`src/rtl/async_fifo_wptr_full_ble_if.sv`:
```
// Write-side bus of the BLE PHY async FIFO pointer controller.
// master: the write-domain client / synchroniser side; slave: the controller.
interface async_fifo_wptr_full_ble_if #(
  parameter int ADDR_WIDTH = 4
);
  logic                  W_inc;
  logic [ADDR_WIDTH:0]   Wq2_rptr;
  logic                  W_clr_ovf;
  logic                  W_en;
  logic [ADDR_WIDTH-1:0] W_addr;
  logic [ADDR_WIDTH:0]   W_ptr;
  logic                  W_full;
  logic                  W_afull;
  logic [ADDR_WIDTH:0]   W_level;
  logic                  W_ovf;

  modport master (
    output W_inc, Wq2_rptr, W_clr_ovf,
    input  W_en, W_addr, W_ptr, W_full, W_afull, W_level, W_ovf
  );

  modport slave (
    input  W_inc, Wq2_rptr, W_clr_ovf,
    output W_en, W_addr, W_ptr, W_full, W_afull, W_level, W_ovf
  );
endinterface

```
`src/rtl/async_fifo_wptr_full_ble.sv`:
```
// Write-side pointer and full/level controller for the BLE PHY async FIFO.
// Everything here runs on W_CLK; the read pointer arrives already synchronised
// as Gray code, so full/level are pessimistic by the synchroniser latency.
module async_fifo_wptr_full_ble #(
  parameter int ADDR_WIDTH   = 4,
  parameter int AFULL_THRESH = 12
) (
  input logic W_CLK,
  input logic W_rst,
  async_fifo_wptr_full_ble_if.slave bus
);

  localparam int PW = ADDR_WIDTH + 1;
  localparam logic [PW-1:0] AFULL_T = PW'(AFULL_THRESH);

  logic [PW-1:0] bin;
  logic [PW-1:0] gray_q;
  logic          full_q;
  logic          afull_q;
  logic [PW-1:0] level_q;
  logic          ovf_q;

  logic          en;
  logic [PW-1:0] bnext;
  logic [PW-1:0] gnext;
  logic [PW-1:0] rbin;
  logic [PW-1:0] level_next;
  logic [PW-1:0] full_pattern;

  // A write is only accepted when not full; reset blocks any strobe to memory.
  assign en = bus.W_inc & ~full_q & ~W_rst;

  assign bnext = bin + PW'(en);
  assign gnext = (bnext >> 1) ^ bnext;

  // Gray-to-binary of the synchronised read pointer: bit i is the XOR of all
  // Gray bits from the MSB down to i.
  always_comb begin
    rbin = '0;
    for (int i = 0; i < PW; i++) begin
      rbin[i] = ^(bus.Wq2_rptr >> i);
    end
  end

  assign level_next = bnext - rbin;

  // Full when the next write pointer equals the read pointer with the top two
  // Gray bits inverted, i.e. exactly one lap ahead.
  assign full_pattern = {~bus.Wq2_rptr[PW-1:PW-2], bus.Wq2_rptr[PW-3:0]};

  // Pointer, flags and level all register together so they stay coherent.
  always_ff @(posedge W_CLK or posedge W_rst) begin
    if (W_rst) begin
      bin     <= '0;
      gray_q  <= '0;
      full_q  <= 1'b0;
      afull_q <= 1'b0;
      level_q <= '0;
    end else begin
      bin     <= bnext;
      gray_q  <= gnext;
      full_q  <= (gnext == full_pattern);
      afull_q <= (level_next >= AFULL_T);
      level_q <= level_next;
    end
  end

  // Sticky overflow: a dropped write sets it, and a set beats a same-cycle clear.
  always_ff @(posedge W_CLK or posedge W_rst) begin
    if (W_rst) begin
      ovf_q <= 1'b0;
    end else if (bus.W_inc & full_q) begin
      ovf_q <= 1'b1;
    end else if (bus.W_clr_ovf) begin
      ovf_q <= 1'b0;
    end
  end

  assign bus.W_en    = en;
  assign bus.W_addr  = bin[ADDR_WIDTH-1:0];
  assign bus.W_ptr   = gray_q;
  assign bus.W_full  = full_q;
  assign bus.W_afull = afull_q;
  assign bus.W_level = level_q;
  assign bus.W_ovf   = ovf_q;

endmodule

```
`src/flat_wrapper.sv`:
```
// flat-port wrapper written by rule: the top's interface ports become plain ports
module async_fifo_wptr_full_ble_flat 
#(
  parameter int ADDR_WIDTH   = 4,
  parameter int AFULL_THRESH = 12
)
  (W_CLK, W_rst, bus_W_inc, bus_Wq2_rptr, bus_W_clr_ovf, bus_W_en, bus_W_addr, bus_W_ptr, bus_W_full, bus_W_afull, bus_W_level, bus_W_ovf);
  async_fifo_wptr_full_ble_if #(.ADDR_WIDTH(ADDR_WIDTH)) bus_i ();
  input logic W_CLK;
  input logic W_rst;
  input wire logic [$bits(bus_i.W_inc)-1:0] bus_W_inc;
  input wire logic [$bits(bus_i.Wq2_rptr)-1:0] bus_Wq2_rptr;
  input wire logic [$bits(bus_i.W_clr_ovf)-1:0] bus_W_clr_ovf;
  output wire logic [$bits(bus_i.W_en)-1:0] bus_W_en;
  output wire logic [$bits(bus_i.W_addr)-1:0] bus_W_addr;
  output wire logic [$bits(bus_i.W_ptr)-1:0] bus_W_ptr;
  output wire logic [$bits(bus_i.W_full)-1:0] bus_W_full;
  output wire logic [$bits(bus_i.W_afull)-1:0] bus_W_afull;
  output wire logic [$bits(bus_i.W_level)-1:0] bus_W_level;
  output wire logic [$bits(bus_i.W_ovf)-1:0] bus_W_ovf;
  assign bus_i.W_inc = bus_W_inc;
  assign bus_i.Wq2_rptr = bus_Wq2_rptr;
  assign bus_i.W_clr_ovf = bus_W_clr_ovf;
  assign bus_W_en = bus_i.W_en;
  assign bus_W_addr = bus_i.W_addr;
  assign bus_W_ptr = bus_i.W_ptr;
  assign bus_W_full = bus_i.W_full;
  assign bus_W_afull = bus_i.W_afull;
  assign bus_W_level = bus_i.W_level;
  assign bus_W_ovf = bus_i.W_ovf;
  async_fifo_wptr_full_ble #(.ADDR_WIDTH(ADDR_WIDTH), .AFULL_THRESH(AFULL_THRESH)) u_core (.W_CLK(W_CLK), .W_rst(W_rst), .bus(bus_i));
endmodule
```
`config.mk`:
```
export PLATFORM = sky130hd
export DESIGN_NAME = async_fifo_wptr_full_ble_flat
export DESIGN_NICKNAME = d
export VERILOG_FILES = /design/src/rtl/async_fifo_wptr_full_ble_if.sv /design/src/rtl/async_fifo_wptr_full_ble.sv /design/src/flat_wrapper.sv
export SDC_FILE = /design/constraint.sdc
export NUM_CORES = 1
export LEC_CHECK = 0
export ABC_AREA = 1
export CAP_MARGIN = 25
export CORE_MARGIN = 8
export CORE_UTILIZATION = 50
export DETAILED_ROUTE_END_ITERATION = 6
export GPL_ROUTABILITY_DRIVEN = 0
export GPL_TIMING_DRIVEN = 0
export MAX_ROUTING_LAYER = met4
export PLACE_DENSITY = 0.83
export SLEW_MARGIN = 20
export SYNTH_ARGS = -nofsm -noshare
export SYNTH_HDL_FRONTEND = slang
export SYNTH_SLANG_ARGS = --single-unit
```
`constraint.sdc`:
```
create_clock -name W_CLK -period 3 [get_ports W_CLK]
set_input_delay 0.45 -clock W_CLK [delete_from_list [all_inputs] [get_ports W_CLK]]
set_output_delay 0.45 -clock W_CLK [all_outputs]
set_load 0.1 [all_outputs]
```
==> flow_metrics.py <==
metrics = {
    "outcome": {
        "status": "completed",
    },
    "finish": {
        "syn2layout_area_growth_pct": 35.9,
        "drive_gt1_frac": 0.118,
        "finalNonFillerCells": 171,
        "diodes": 0,
        "fillers": 156,
        "final_cell_mix": "nand2_1, clkdlybuf4s50_1, inv_1",
        "fin_util": 0.703,
        "fin_nets": 160,
        "layout_commonest_cell": "nand2_1",
    },
    "critical_path": {
        "critPathMaxFanout": 4,
        "crit_type": "in2reg",
        "crit_start": "W_rst",
        "start_kind": "primary input",
        "r2r_cells": 14,
        "arrival_ns": 2.87,
        "r2r-start": "u_core.bus.W_full",
        "endpoint": "u_core.bus.W_afull",
        "crit_path_end_kind": "flop",
        "regToRegSetupSlack_ns": 0.75,
        "cp.required_ns": 3.18,
        "rr_endpoint": "u_core.bus.W_afull",
    },
    "drt": {
        "vias": 784,
        "drtPass1Iterations": 4,
        "drtIter0Drc": 17,
        "vias_per_cell": 4.58,
        "finalWirelength_um": 1920,
        "drcViolationCount": 0,
        "route.detailed.wl_per_inst_um": 11.2,
        "antenna_left": 0,
    },
    "synth": {
        "synth_largest_area_cell": "dfrtp_1",
        "postSynthCellCount": 113,
        "synth-seq-area-share": 0.433,
        "synth.top_cell.area_share": 0.433,
        "yosys_warnings": 0,
        "synthTopCellsByArea": "dfrtp_1, nand2_1, inv_1",
        "synth-seq-cells": 17,
        "synthesis.nets": 128,
        "avgSynthCellArea_um2": 8.70,
        "ys_types": 18,
        "netlist_area_um2": 983,
    },
    "min_path": {
        "hp-class": "in2async",
    },
    "timing": {
        "setup_tns_ns": 0,
        "fmax_mhz": 372,
        "finalCriticalPeriod_ns": 2.69,
        "rsz0062_at_grt": "false",
        "tightest_slew_ns": 0.988,
        "hold_ws_ns": 0.536,
        "setup_viol": 0,
        "maxSlewHeadroom": 0.340,
        "hold_viol": 0,
        "drv_slew": 0,
        "period_share": 0.896,
        "skew_ns": 0.000389,
    },
    "die": {
        "start_util": 0.517,
        "ios": 27,
        "dieArea_um2": 3640,
        "num_rows": 16,
        "die_h_um": 60.4,
        "fp.coreArea_um2": 1900,
        "die_x_um": 60.4,
    },
    "placed_design": {
        "port_buffers": 26,
        "hpwl_um": 1630,
        "dp.cells": 166,
    },
    "global_route": {
        "grt_pass1_vias": 797,
        "grt_pass1_wl_um": 3270,
        "grt_antenna_before_repair": 0,
        "globalRouteOverflowTotal": 0,
        "grt_max_degree": 18,
        "grt_use_total": 0.122,
    },
    "clocking": {
        "hold_buffers": 0,
        "cts-root-buf": "clkbuf_4",
        "cts_max_path_buffers": 2,
        "clk_latency_ns": 0.29,
        "clkTransAtPathRegs_ns": 0.09,
        "numClockSinks": 17,
        "htreeDepth": 1,
        "cts_tree": "built",
        "cts_made_buffers": 3,
    },
    "job": {
        "maxCapViolations": 0,
    },
}
[critical path: stages]
cell and delay, ns:
clkdlybuf4s50_1 0.50, clkinvlp_4 0.09, nand2_1 0.10, nor2_4 0.06, ha_4 0.15, ha_1 0.21, inv_1 0.07, nand2_1 0.05
nand2_1 0.12, inv_1 0.11, ha_1 0.40, inv_1 0.06, nor2_1 0.10, nand3_1 0.10, nand2_1 0.08, nand2_1 0.06
nand3_1 0.07, nand2_1 0.06
[registers in the layout, indices dropped and copies added, names as in the netlist]
signal and count:
u_core.bus.W_full 1, u_core.bus.W_level 5, u_core.bus.W_afull 1, u_core.bin 5, u_core.bus.W_ovf 1, u_core.bus.W_ptr 4
[how the worst min path moves through the flow]
stage	start	to	depth (start not counted)	slack (ns)
after global placement	u_core.bus.W_ovf	u_core.bus.W_ovf	2	0.52
after detailed placement	u_core.bus.W_ovf	u_core.bus.W_ovf	2	0.53
after CTS	W_rst	u_core.bus.W_level[4]	3	0.54
after floorplan	W_rst	u_core.bin[0]	1	0.29
final	W_rst	u_core.bus.W_afull	3	0.54
after global routing	W_rst	u_core.bus.W_level[4]	3	0.56
[routing by layer]
| layer | share of wire | vias to the layer above | track usage | routed length [um] |
|---|---|---|---|---|
| met5 | 0 | - | - | 0 |
| met4 | 0.029 | 0 | 0.0850 | 55 |
| met3 | 0.063 | 5 | 0.0127 | 121 |
| met2 | 0.48 | 22 | 0.204 | 925 |
| met1 | 0.42 | 353 | 0.132 | 813 |
| li1 | - | 404 | - | - |
[area by class of cell]
type / count / area [um^2] / share of cell area
Clock buffer: 3 / 22.5 / 0.0169
Tap cell: 27 / 33.8 / 0.0253
Clock inverter: 1 / 5.00 / 0.00375
Multi-Input combinational cell: 74 / 495 / 0.371
Inverter: 22 / 86.3 / 0.0646
Sequential cell: 17 / 427 / 0.319
Timing Repair Buffer: 27 / 267 / 0.199
[cells in the mapped netlist]
cell type	count
and2_1	1
xnor2_4	1
nand4_1	2
inv_1	22
a21oi_1	1
xnor2_1	1
nor2_1	3
nand3_1	7
nand3b_1	1
o21ai_0	1
nor3_2	1
xor2_1	9
nand2_1	34
dfrtp_1	17
xor2_2	2
nand3_2	2
nand2_2	2
ha_1	6
[logic make-up after synthesis]
family | share of synthesized area
AOI/OAI and AO/OA | 0.0102
xor gates and xnor gates | 0.150
adders and majority gates | 0.0763
buffers and inverters | 0.0840
DFF | 0.433
and+or+nand+nor | 0.247
[timing repair]
item,4_1_cts,5_1_grt
setup buffers,1,0
gates resized for setup,1,0
endpoints found under the setup margin,3,0
[metrics by stage]
stage | setup WS [ns] | cell area (um^2)
6_report | 0.311 | 1340
5_1_grt | 0.151 | 1340
4_1_cts | 0.324 | 1340
3_5_place_dp | -0.404 | 1300
3_3_place_gp | -0.284 | 1300
2_1_floorplan | 0.0268 | 1010
Power is not shown: default switching activity piles up to over one toggle a cycle in this logic, so the estimate is an artifact.
